File: src/rtl/preamble_sync_pkg.sv
// rtl/preamble_sync_pkg.sv - shared state encoding, default widths and helpers for the preamble sync sequencer
package preamble_sync_pkg;

  localparam int CNT_WIDTH_DEF  = 32;
  localparam int SETTLE_W_DEF   = 16;
  localparam int WIN_W_DEF      = 24;
  localparam int CLR_CYCLES_DEF = 4;
  localparam int STAT_W         = 32;

  typedef enum logic [2:0] {
    IDLE,
    CLEAR,
    SETTLE,
    SEARCH,
    HOLDOFF
  } state_e;

  function automatic logic [STAT_W-1:0] sat_inc(input logic [STAT_W-1:0] v);
    return (&v) ? v : v + 1'b1;
  endfunction

endpackage

File: src/rtl/sat_beat_counter.sv
// rtl/sat_beat_counter.sv - saturating beat counter; done_o flags the beat that completes len_i beats
module sat_beat_counter #(
  parameter int W = 16
) (
  input  logic         clk,
  input  logic         reset_n,
  input  logic         load_i,
  input  logic         en_i,
  input  logic [W-1:0] len_i,
  output logic         done_o
);

  logic [W-1:0] cnt_q;
  logic [W-1:0] cnt_d;
  logic [W:0]   nxt;

  assign nxt = {1'b0, cnt_q} + 1'b1;

  always_comb begin
    cnt_d = cnt_q;
    if (load_i) begin
      cnt_d = '0;
    end else if (en_i && !(&cnt_q)) begin
      cnt_d = cnt_q + 1'b1;
    end
  end

  always_ff @(posedge clk or negedge reset_n) begin
    if (!reset_n) begin
      cnt_q <= '0;
    end else begin
      cnt_q <= cnt_d;
    end
  end

  // A zero length is complete immediately, without waiting for a beat.
  assign done_o = (len_i == '0) || (en_i && !load_i && (nxt >= {1'b0, len_i}));

endmodule

File: src/rtl/preamble_sync_ctrl.sv
// rtl/preamble_sync_ctrl.sv - arms, blanks and re-arms the preamble detector; qualifies and timestamps peaks
// Optional statistics outputs are built when PREAMBLE_SYNC_CTRL_STATS_EN is defined.
module preamble_sync_ctrl
  import preamble_sync_pkg::*;
#(
  parameter int CNT_WIDTH  = CNT_WIDTH_DEF,
  parameter int SETTLE_W   = SETTLE_W_DEF,
  parameter int WIN_W      = WIN_W_DEF,
  parameter int CLR_CYCLES = CLR_CYCLES_DEF
) (
  input  logic                 clk,
  input  logic                 reset_n,
  input  logic                 arm,
  input  logic                 abort,
  input  logic                 continuous,
  input  logic [SETTLE_W-1:0]  settle_len,
  input  logic [WIN_W-1:0]     search_len,
  input  logic [WIN_W-1:0]     holdoff_len,
  input  logic                 det_tvalid,
  input  logic                 det_peak_stb,
  output logic                 det_clear,
  output logic                 busy,
  output logic                 evt_valid,
  output logic [CNT_WIDTH-1:0] evt_time,
  output logic                 timeout
`ifdef PREAMBLE_SYNC_CTRL_STATS_EN
  ,
  output logic [STAT_W-1:0]    det_count,
  output logic [STAT_W-1:0]    timeout_count,
  output logic [STAT_W-1:0]    missed_count
`endif
);

  localparam int CLR_W = (CLR_CYCLES > 1) ? $clog2(CLR_CYCLES) : 1;
  localparam logic [CLR_W-1:0] CLR_LAST = CLR_W'(CLR_CYCLES - 1);

  state_e                state_q;
  logic [CLR_W-1:0]      clr_q;
  logic [CNT_WIDTH-1:0]  cnt_q;
  logic [CNT_WIDTH-1:0]  cnt_d;
  logic [SETTLE_W-1:0]   cfg_settle_q;
  logic [WIN_W-1:0]      cfg_search_q;
  logic [WIN_W-1:0]      cfg_holdoff_q;
  logic                  cfg_cont_q;
  logic                  det_clear_q;
  logic                  busy_q;
  logic                  evt_valid_q;
  logic [CNT_WIDTH-1:0]  evt_time_q;
  logic                  timeout_q;

  logic settle_done;
  logic search_done_raw;
  logic holdoff_done;
  logic peak_hit;
  logic evt_fire;
  logic to_fire;
  logic seq_end;
  logic start;

  sat_beat_counter #(.W(SETTLE_W)) u_settle_cnt (
    .clk     (clk),
    .reset_n (reset_n),
    .load_i  (state_q != SETTLE),
    .en_i    (det_tvalid && (state_q == SETTLE)),
    .len_i   (cfg_settle_q),
    .done_o  (settle_done)
  );

  sat_beat_counter #(.W(WIN_W)) u_search_cnt (
    .clk     (clk),
    .reset_n (reset_n),
    .load_i  (state_q != SEARCH),
    .en_i    (det_tvalid && (state_q == SEARCH)),
    .len_i   (cfg_search_q),
    .done_o  (search_done_raw)
  );

  sat_beat_counter #(.W(WIN_W)) u_holdoff_cnt (
    .clk     (clk),
    .reset_n (reset_n),
    .load_i  (state_q != HOLDOFF),
    .en_i    (det_tvalid && (state_q == HOLDOFF)),
    .len_i   (cfg_holdoff_q),
    .done_o  (holdoff_done)
  );

  // A zero search length means an unlimited window; a peak on the last beat beats the timeout.
  always_comb begin
    cnt_d    = det_tvalid ? cnt_q + 1'b1 : cnt_q;
    peak_hit = det_tvalid && det_peak_stb;
    evt_fire = !abort && (state_q == SEARCH) && peak_hit;
    to_fire  = !abort && (state_q == SEARCH) && !peak_hit &&
               (cfg_search_q != '0) && search_done_raw;
    seq_end  = to_fire || (!abort && (state_q == HOLDOFF) && holdoff_done);
    start    = !abort && (((state_q == IDLE) && arm) || (seq_end && cfg_cont_q));
  end

  always_ff @(posedge clk or negedge reset_n) begin
    if (!reset_n) begin
      state_q       <= IDLE;
      clr_q         <= '0;
      cnt_q         <= '0;
      cfg_settle_q  <= '0;
      cfg_search_q  <= '0;
      cfg_holdoff_q <= '0;
      cfg_cont_q    <= 1'b0;
      det_clear_q   <= 1'b0;
      busy_q        <= 1'b0;
      evt_valid_q   <= 1'b0;
      evt_time_q    <= '0;
      timeout_q     <= 1'b0;
    end else begin
      cnt_q       <= cnt_d;
      evt_valid_q <= evt_fire;
      timeout_q   <= to_fire;
      if (evt_fire) begin
        evt_time_q <= cnt_q;
      end
      if (abort) begin
        state_q     <= IDLE;
        det_clear_q <= 1'b0;
        busy_q      <= 1'b0;
      end else if (start) begin
        cfg_settle_q  <= settle_len;
        cfg_search_q  <= search_len;
        cfg_holdoff_q <= holdoff_len;
        cfg_cont_q    <= continuous;
        state_q       <= CLEAR;
        clr_q         <= '0;
        det_clear_q   <= 1'b1;
        busy_q        <= 1'b1;
      end else if (seq_end) begin
        state_q <= IDLE;
        busy_q  <= 1'b0;
      end else begin
        case (state_q)
          CLEAR: begin
            if (clr_q == CLR_LAST) begin
              det_clear_q <= 1'b0;
              state_q     <= (cfg_settle_q == '0) ? SEARCH : SETTLE;
            end else begin
              clr_q <= clr_q + 1'b1;
            end
          end
          SETTLE: begin
            if (settle_done) begin
              state_q <= SEARCH;
            end
          end
          SEARCH: begin
            if (evt_fire) begin
              state_q <= HOLDOFF;
            end
          end
          default: ;
        endcase
      end
    end
  end

  assign det_clear = det_clear_q;
  assign busy      = busy_q;
  assign evt_valid = evt_valid_q;
  assign evt_time  = evt_time_q;
  assign timeout   = timeout_q;

`ifdef PREAMBLE_SYNC_CTRL_STATS_EN
  logic [STAT_W-1:0] det_cnt_q;
  logic [STAT_W-1:0] to_cnt_q;
  logic [STAT_W-1:0] miss_cnt_q;

  // Statistics survive abort; only reset_n clears them.
  always_ff @(posedge clk or negedge reset_n) begin
    if (!reset_n) begin
      det_cnt_q  <= '0;
      to_cnt_q   <= '0;
      miss_cnt_q <= '0;
    end else begin
      if (evt_fire) begin
        det_cnt_q <= sat_inc(det_cnt_q);
      end
      if (to_fire) begin
        to_cnt_q <= sat_inc(to_cnt_q);
      end
      if ((state_q == HOLDOFF) && peak_hit) begin
        miss_cnt_q <= sat_inc(miss_cnt_q);
      end
    end
  end

  assign det_count     = det_cnt_q;
  assign timeout_count = to_cnt_q;
  assign missed_count  = miss_cnt_q;
`endif

endmodule

File: config.mk
export PLATFORM = sky130hd
export DESIGN_NAME = preamble_sync_ctrl
export DESIGN_NICKNAME = d
export VERILOG_FILES = /design/src/rtl/preamble_sync_pkg.sv /design/src/rtl/sat_beat_counter.sv /design/src/rtl/preamble_sync_ctrl.sv
export SDC_FILE = /design/constraint.sdc
export NUM_CORES = 1
export LEC_CHECK = 0
export ABC_CLOCK_PERIOD_IN_PS = 6100
export CORE_UTILIZATION = 62
export CTS_CLUSTER_DIAMETER = 100
export DETAILED_ROUTE_END_ITERATION = 6
export GPL_ROUTABILITY_DRIVEN = 0
export HOLD_SLACK_MARGIN = 0.12
export PLACE_DENSITY = 0.95
export SLEW_MARGIN = 25
export SYNTH_ARGS = -nofsm -noshare
export SYNTH_HDL_FRONTEND = slang
export SYNTH_SLANG_ARGS = --single-unit
File: constraint.sdc
create_clock -name clk -period 6.1 [get_ports clk]
set_input_delay 0.915 -clock clk [delete_from_list [all_inputs] [get_ports clk]]
set_output_delay 0.915 -clock clk [all_outputs]
set_load 0.03 [all_outputs]
* After elaboration in Yosys (flattened, before gate mapping)
Cells that the tools add are included.
** Storage, ports and cells
- Register bits :: 202
- Input port bits :: 71
- Word-level logic and storage cells :: 123
** Cells by class
- $add $sub $neg :: 8
- Magnitude comparators :: 3
- Eq/ne operators :: 14
- Mux-type cells :: 26
- Bitwise logic cells :: 1
- Reductions and logical operators :: 56
** Operators with widths (number)
- $mux W24 :: 4
- $add A24 B1 Y25 const B :: 2
- $ge A25 B24 Y1 :: 2
- $add A24 B1 Y24 const B :: 2
- $logic_not A24 Y1 :: 2
- $reduce_and A24 Y1 :: 2
- $add A32 B1 Y32 const B :: 1
- $mux W16 :: 2
- $reduce_bool A24 Y1 :: 1
- $logic_and A1 B1 Y1 :: 23
- $mux W3 :: 6
- $add A16 B1 Y17 const B :: 1
- $ge A17 B16 Y1 :: 1
- $add A16 B1 Y16 const B :: 1
- $logic_not A16 Y1 :: 1
- $reduce_and A16 Y1 :: 1
- $ne A5 B5 Y1 const B :: 3
- $mux W1 :: 9
- $ne A3 B2 Y1 const B :: 3
- $pmux W3 S3 :: 1
- $reduce_bool A3 Y1 :: 3
- $logic_not A1 Y1 :: 8
- $mux W2 :: 4
- $reduce_and A4 Y1 :: 2
- 15 further kinds :: 23

* Longest topological paths before layout
Gate-level depths: netlist of run 1.
- Word-level depth :: 12
- Depth in mapped cells :: 18
- Mapped depth without buffers :: 17

* Cells and area by module
Synthesis of run 1 repeated with hierarchy kept, for this count alone.
** Unflattened totals
- Cells, all modules :: 1110
- Area total of the unflattened synthesis :: 11721.2 µm²
** By module, submodules not included
- preamble_sync_ctrl :: instances 1, cells an instance 398, area each 5675.4 µm², seq. area each 3453.3 µm²
- sat_beat_counter at u_holdoff_cnt ... :: instances 2, cells an instance 268, area each 2274.7 µm², seq. area each 600.6 µm²
- sat_beat_counter at u_settle_cnt :: instances 1, cells an instance 176, area each 1496.4 µm², seq. area each 400.4 µm²

* Worst setup path before layout of run 1
OpenSTA, ideal clock, no wires.
- Path type :: register to register
- From :: register u_search_cnt.cnt_q[0]
- To :: register cfg_cont_q
- Arrival time :: 3.787 ns
- Required time :: 5.975 ns
- Setup slack :: 2.189 ns
- Stages on the path, launching flop included :: 19
- Period minus slack after synthesis :: 3.911 ns
- Cell sequence :: dfrtp_1 ha_1 and3_1 nand4_1 nor2_1 and3_1 clkbuf_1 nand2_1 nor2_1 xor2_1 ha_1 a21o_1 nand3_1 a21oi_1 a21oi_1 a31oi_4 o31ai_4 buf_6 mux2_2
** Between the ends
- Cells in the longest elaborated chain, start to end :: 10
** Ends and longest elaborated chain
- start, declared :: RTL line sat_beat_counter.sv:13 : logic [W-1:0] cnt_q;
- start signal, assigned :: RTL line sat_beat_counter.sv:32 : cnt_q <= cnt_d;
- $add A24 B1 Y25 :: RTL line sat_beat_counter.sv:17 : assign nxt = {1'b0, cnt_q} + 1'b1;
- $ge A25 B24 Y1 :: RTL line sat_beat_counter.sv:37 : assign done_o = (len_i == '0) || (en_i && !load_i && (nxt >= {1'b0, len_i}));
- $logic_and A1 B1 Y1 :: RTL line sat_beat_counter.sv:37
- $logic_or A1 B1 Y1 :: RTL line sat_beat_counter.sv:37
- $logic_and A1 B1 Y1 :: RTL line preamble_sync_ctrl.sv:93 : (cfg_search_q != '0) && search_done_raw;
- via to_fire :: RTL line preamble_sync_ctrl.sv:56 : logic to_fire;
- $logic_or A1 B1 Y1 :: RTL line preamble_sync_ctrl.sv:94 : seq_end = to_fire || (!abort && (state_q == HOLDOFF) && holdoff_done);
- $logic_and A1 B1 Y1 :: RTL line preamble_sync_ctrl.sv:95 : start = !abort && (((state_q == IDLE) && arm) || (seq_end && cfg_cont_q));
- $logic_or A1 B1 Y1 :: RTL line preamble_sync_ctrl.sv:95
- $logic_and A1 B1 Y1 :: RTL line preamble_sync_ctrl.sv:95
- $reduce_and A2 Y1 (no source line)
- end signal, assigned :: RTL line preamble_sync_ctrl.sv:127 : cfg_cont_q <= continuous;
- end, declared :: RTL line preamble_sync_ctrl.sv:44 : logic cfg_cont_q;
The timed path passes the listed nets, and every way through them passes these cells.
A chain may end at the register's enable or synchronous reset.

* Worst setup path in the final report of run 1
- From :: register u_search_cnt.cnt_q[7]
- To :: register cfg_settle_q[13]
** Between the ends
- Cells in the longest elaborated chain, start to end :: 10
** Ends and longest elaborated chain
- $add A24 B1 Y25 :: RTL line sat_beat_counter.sv:17
- $ge A25 B24 Y1 :: RTL line sat_beat_counter.sv:37
- $logic_and A1 B1 Y1 :: RTL line sat_beat_counter.sv:37
- $logic_or A1 B1 Y1 :: RTL line sat_beat_counter.sv:37
- $logic_and A1 B1 Y1 :: RTL line preamble_sync_ctrl.sv:93
- via to_fire :: RTL line preamble_sync_ctrl.sv:56
- $logic_or A1 B1 Y1 :: RTL line preamble_sync_ctrl.sv:94
- $logic_and A1 B1 Y1 :: RTL line preamble_sync_ctrl.sv:95
- $logic_or A1 B1 Y1 :: RTL line preamble_sync_ctrl.sv:95
- $logic_and A1 B1 Y1 :: RTL line preamble_sync_ctrl.sv:95
- $reduce_and A2 Y1 (no source line)
- end signal, assigned :: RTL line preamble_sync_ctrl.sv:124 : cfg_settle_q <= settle_len;
- end, declared :: RTL line preamble_sync_ctrl.sv:41 : logic [SETTLE_W-1:0] cfg_settle_q;
The timed path passes the listed nets, and every way through them passes these cells.

==> results of run 1 <==
==> cell usage in the layout (no fill, tap or decap), types with 3 or more instances in the layout <==
master / netlist / layout
and4_1: 5 / 5
dfrtp_1: 202 / 202
xnor2_1: 64 / 64
mux2_1: 13 / 13
nand3_1: 46 / 46
ha_1: 69 / 69
clkdlybuf4s50_1: 0 / 105
nor4_1: 23 / 23
nand2b_1: 3 / 3
o21ai_0: 23 / 23
clkbuf_1: 21 / 4
nand4_1: 31 / 31
nor2b_1: 7 / 6
inv_1: 66 / 66
nand2_1: 182 / 182
clkinv_2: 0 / 3
and2_1: 7 / 7
xor2_1: 75 / 75
clkbuf_8: 0 / 7
or3_1: 14 / 14
clkbuf_16: 0 / 22
or2_2: 3 / 3
mux2_2: 54 / 54
o21a_1: 3 / 3
a21oi_1: 36 / 36
o31ai_1: 3 / 3
nor3_1: 13 / 13
a21o_1: 7 / 7
nor2_1: 91 / 91
buf_4: 0 / 5
and3_1: 22 / 22
==> layout make-up <==
type	instances	area share
Multi-Input combinational cell	826	0.431
Sequential cell	202	0.389
Timing Repair Buffer	111	0.0847
Clock buffer	32	0.0498
Tap cell	225	0.0216
Inverter	67	0.0193
Clock inverter	5	0.00471
==> cell families (layout without fill, tap and decap cells) <==
| kind of cell | Yosys count | after routing | share of synthesized area |
|---|---|---|---|
| XOR/XNOR | 139 | 139 | 0.110 |
| multiplexers | 69 | 69 | 0.0698 |
| AO/OA/AOI/OAI | 90 | 90 | 0.0529 |
| flip-flops | 202 | 202 | 0.455 |
| buffers and inverters | 103 | 215 | 0.0398 |
| AND/OR/NAND/NOR | 459 | 459 | 0.195 |
| adder cells (fa/ha/maj) | 69 | 69 | 0.0778 |
==> critical path, stage by stage (launching register included) <==
cell and delay, ns:
dfrtp_1 0.43, nand4_1 0.22, nor4_1 0.45, nand3_1 0.29
nor3_1 0.52, nand3_1 0.23, xnor2_1 0.17, ha_1 0.29
nand3_1 0.12, or3_1 0.38, o211a_1 0.24, a31oi_4 0.25
o31ai_4 0.11, buf_4 0.30, mux2_1 0.38
==> metrics by stage <==
stage | worst slack (ns) | instance area [um^2] | total power, W
finish | 1.60 | 13000 | 0.00404
global route | 1.37 | 13000 | 0.00423
CTS | 1.70 | 13000 | 0.00404
detailed placement | 1.75 | 12300 | 0.00270
global placement | 1.93 | 12300 | 0.00261
floorplan | 2.19 | 11100 | 0.00239
==> state kept, by name, summed over array words and instances (netlist names) <==
| register | cells |
|---|---|
| det_clear | 1 |
| busy | 1 |
| cfg_holdoff_q | 24 |
| clr_q | 2 |
| u_search_cnt.cnt_q | 24 |
| evt_time | 32 |
| state_q | 3 |
| cfg_cont_q | 1 |
| cfg_settle_q | 16 |
| u_settle_cnt.cnt_q | 16 |
| cnt_q | 32 |
| u_holdoff_cnt.cnt_q | 24 |
| timeout | 1 |
| evt_valid | 1 |
| cfg_search_q | 24 |
==> metal layers <==
layer / part of all wire / up-vias / track usage
met5: 0 / - / 0
met4: 0.041 / 0 / 0.137
met3: 0.069 / 94 / 0.0634
met2: 0.48 / 347 / 0.506
met1: 0.41 / 4325 / 0.378
li1: - / 4027 / -
==> how the worst max path moves through the flow <==
stage,from,end,cells past startpoint
after floorplan,u_search_cnt.cnt_q[0],cfg_cont_q,18
after detailed placement,u_search_cnt.cnt_q[0],cfg_search_q[16],16
final,u_search_cnt.cnt_q[7],cfg_settle_q[13],14
after global placement,u_search_cnt.cnt_q[0],cfg_search_q[14],16
after CTS,u_holdoff_cnt.cnt_q[0],cfg_holdoff_q[10],14
after global routing,u_holdoff_cnt.cnt_q[0],cfg_holdoff_q[10],13
==> power by group through the flow <==
stage	clock network (W)	registers (W)	logic, W
finish	0.00132	0.00185	0.000875
global route	0.00138	0.00188	0.000967
CTS	0.00132	0.00184	0.000872
detailed placement	0	0.00185	0.000842
global placement	0	0.00184	0.000778
floorplan	0	0.00177	0.000620
==> results.toml, run 1 <==
[clock_tree]
worstSkewPairLatency_ns = 0.51
clkTransAtPathRegs_ns = 0.06
cts.hold.buffers_added = 0
htreeDepth = 1
cts_root_buf = "clkbuf_16"
cts_inserted_buffers = 22
cts_buffer_depth = 3
ctsResizeCount = 0
clkSinkCount = 202
cts_setup_buffers = 0
cts_tree = "built"

[finish]
syn2layout_area_growth_pct = 17.2
fin_nets = 1370
antenna_cells = 0
multi_input_area_um2 = 5610
register_area_um2 = 5050
fin_cells = 1468
drive_above_1_share = 0.0861
nFillCells = 1082
finalCoreUtilization = 0.747

[synthesis]
synthesis.nets = 1271
ys_types = 55
synth_top_area_cell = "dfrtp_1"
synth_seq_cells = 202
syn_area_um2 = 11100
async_reset_ff_frac = 1.00
yosysSeqAreaShare = 0.455
synth_ff_type = "dfrtp_1"
syn_avg_cell_area_um2 = 9.82
ys_warn_count = 0
synthTopCellsByArea = "dfrtp_1, ha_1, nand2_1"
synth_edf_count = 0
yosys-top-cells-count = "dfrtp_1, nand2_1, nor2_1"
synth_top_area_share = 0.455
synth.most_common_cell = "dfrtp_1"
syn_inst = 1131

[timing]
rsz0062_at_grt = "no"
setup_tns_ns = 0
hold_ws_ns = 0.468
slew_violations = 0
skew_ns = 0.0128
finalCritPeriodShare = 0.738
max_freq_mhz = 222
report.final.hold_viol_count = 0
slew_headroom = 0.398
tightest_slew_ns = 0.901
fin_crit_ns = 4.50
setup_viol = 0

[global_routing]
grt.total_usage = 0.303
grt_antenna_before_repair = 0
grt_pass1_vias = 8963
grt_first_pass_wirelength_um = 44100
grt_max_degree = 88
grt_overflow = 0

[status]
outcome = "finished, final reports clean"

[power]
cellInternalPower_w = 0.00281
pwr-share-seq = 0.458
switching_power_w = 0.00124
switching_share = 0.306
p_clk_frac = 0.326
power_density_nw_per_um2 = 311
leakage_nw = 6.07
pwr-share-comb = 0.216
ir_drop_uv = 247

[worst_setup_path]
critPathArrivalTime_ns = 4.90
required_ns = 6.49
rr_endpoint = "cfg_settle_q[13]"
reg2reg_depth = 14
endpoint_kind = "flop"
r2r_slack_ns = 1.60
startpoint_type = "flop"
worstReg2RegStart = "u_search_cnt.cnt_q[7]"
path_max_fanout = 35
critPathKind = "reg2reg"

[placed_design]
hpwlAfterDp_um = 17800
io_buffers = 106
dp.cells = 1431

[floorplanning]
num_rows = 48
start_util = 0.637
die_w_um = 136
die_h_um = 136
core_area_um2 = 17400
ioPinCount = 107
dieArea_um2 = 18400

[detailed_routing]
drt_iter0_drc = 749
wl_um = 27100
vias_per_cell = 5.99
drc_errors = 0
drtPass1Iterations = 7
antenna_left = 0
avgRoutedWirePerCell_um = 18.5
num_vias = 8793

[hold_path]
min_path_type = "in2async"

[run]
maxCapViolCount = 0
No activity file was read; power rests on OpenSTA's default activity.
==> run 2, diff against run 1 <==
--- a/config.mk
+++ b/config.mk
@@ -5,13 +5,13 @@
 export SDC_FILE = /design/constraint.sdc
 export NUM_CORES = 1
 export LEC_CHECK = 0
-export ABC_CLOCK_PERIOD_IN_PS = 6100
-export CORE_UTILIZATION = 62
+export ABC_CLOCK_PERIOD_IN_PS = 4560
+export CORE_UTILIZATION = 58
 export CTS_CLUSTER_DIAMETER = 100
 export DETAILED_ROUTE_END_ITERATION = 6
 export GPL_ROUTABILITY_DRIVEN = 0
 export HOLD_SLACK_MARGIN = 0.12
-export PLACE_DENSITY = 0.95
+export PLACE_DENSITY = 0.92
 export SLEW_MARGIN = 25
 export SYNTH_ARGS = -nofsm -noshare
 export SYNTH_HDL_FRONTEND = slang
==> constraint.sdc (replaced) <==
create_clock -name clk -period 4.56 [get_ports clk]
set_input_delay 0.684 -clock clk [delete_from_list [all_inputs] [get_ports clk]]
set_output_delay 0.684 -clock clk [all_outputs]
set_load 0.03 [all_outputs]
==> results.toml, run 2 (synthesis results as in run 1) <==
[clock_tree]
cts_root_buf = "clkbuf_16"
cts_tree = "built"
clkTransAtPathRegs_ns = 0.06
cts_buffer_depth = 3
cts_inserted_buffers = 22
clkSinkCount = 202
worstSkewPairLatency_ns = 0.52
cts.hold.buffers_added = 0
htreeDepth = 1

[timing]
setup_tns_ns = 0
fin_crit_ns = 4.33
tightest_slew_ns = 0.932
skew_ns = 0.0203
finalCritPeriodShare = 0.950
setup_viol = 0
slew_headroom = 0.377
max_freq_mhz = 231
postLayoutSetupSlackWorst_ns = 0.229
slew_violations = 0
report.final.hold_viol_count = 0

[finish]
drive_above_1_share = 0.0885
layout_common_cells = "dfrtp_1, nand2_1, clkdlybuf4s50_1"
fin_nets = 1373
nFillCells = 1270
syn2layout_area_growth_pct = 17.9
multi_input_area_um2 = 5640
final_common_cell = "dfrtp_1"
register_area_um2 = 5050
antenna_cells = 0

[status]
outcome = "finished, final reports clean"

[worst_setup_path]
startpoint_type = "flop"
required_ns = 4.95
path_max_fanout = 33
endpoint_kind = "flop"
critPathKind = "reg2reg"
critPathArrivalTime_ns = 4.72

[power]
ir_drop_uv = 246
power_density_nw_per_um2 = 408
leakage_nw = 6.11

[placed_design]
io_buffers = 106
dp_slack_ns = 0.322
hpwlAfterDp_um = 17300

[detailed_routing]
antenna_left = 0
drc_errors = 0
num_vias = 8503
vias_per_cell = 5.76
wl_um = 25600
drtPass1Iterations = 5
avgRoutedWirePerCell_um = 17.3
drt_iter0_drc = 658

[global_routing]
grt_overflow = 0
grt_antenna_before_repair = 0
grt_max_degree = 150
grt_first_pass_wirelength_um = 42400
grt_pass1_vias = 8813
grt.total_usage = 0.266

[floorplanning]
ioPinCount = 107
dieArea_um2 = 19700
core_area_um2 = 18700
num_rows = 50
die_w_um = 140
start_util = 0.594
die_h_um = 140

[hold_path]
min_path_type = "in2async"

[run]
maxCapViolCount = 0
## run 2: cell types whose count changed in the layout (fill, tap and decap cells not counted), sizes merged
cell,before,now
buf,5,7
clkinv,4,1
clkbuf,33,34
## run 2: worst max-delay path: stages, from the launching register on
cell     delay [ns]
dfrtp_1        0.46
nand4_1        0.26
nor4_2         0.45
nand3_1        0.31
nor3_4         0.38
nand3_1        0.16
xnor2_1        0.19
ha_1           0.29
a21oi_1        0.18
and3b_1        0.19
a41oi_2        0.21
o31ai_4        0.49
buf_12         0.26
mux2_2         0.36
## run 2: timing repair
item                       CTS  global route
resized for setup            0             6
setup buffers                0             1
setup endpoints to repair    0            66
## run 2: path summary, 6_finish.rpt
kind	endpoint	cells after the start	slack [ns]	from
setup / recovery	cfg_search_q[11]	13	0.23	u_holdoff_cnt.cnt_q[3]
hold / removal	cfg_holdoff_q[16]	1	0.12	reset_n
setup reg to reg	cfg_search_q[11]	13	0.23	u_holdoff_cnt.cnt_q[3]
hold reg to reg	evt_time[2]	2	0.47	evt_time[2]
max in group asynchronous	u_settle_cnt.cnt_q[10]	2	3.32	reset_n
min in group clk	evt_time[2]	2	0.47	evt_time[2]
## run 2: power breakdown
| group | switching (W) | internal, W | total [W] |
|---|---|---|---|
| logic | 0.000562 | 0.000592 | 0.00115 |
| clock network | 0.000697 | 0.00100 | 0.00170 |
| registers | 0.000345 | 0.00214 | 0.00248 |
## run 2: cell type report
class | count | share of cell area
Tap cell | 234 | 0.0224
Sequential cell | 202 | 0.386
Clock buffer | 32 | 0.0480
Clock inverter | 2 | 0.00354
Inverter | 67 | 0.0192
Timing Repair Buffer | 114 | 0.0901
Multi-Input combinational cell | 826 | 0.431
## run 2: metrics by stage
stage                     instance area, um^2  instances  utilization  hold WS, ns  total power (W)
after global placement                  12400       1441        0.660        0.462          0.00352
final                                   13100       1477        0.700        0.122          0.00533
after detailed placement                12400       1441        0.660        0.461          0.00362
after CTS                               13000       1475        0.697        0.138          0.00535
after global routing                    13100       1477        0.700        0.159          0.00561
after floorplan                         11100       1131            -        0.388          0.00320
## run 2: per-layer routing
metal	track usage	routed length, um	vias to the layer above
li1	-	-	4033
met1	0.337	10800	4143
met2	0.459	12300	266
met3	0.0540	1690	61
met4	0.0833	756	0
met5	0	0	-
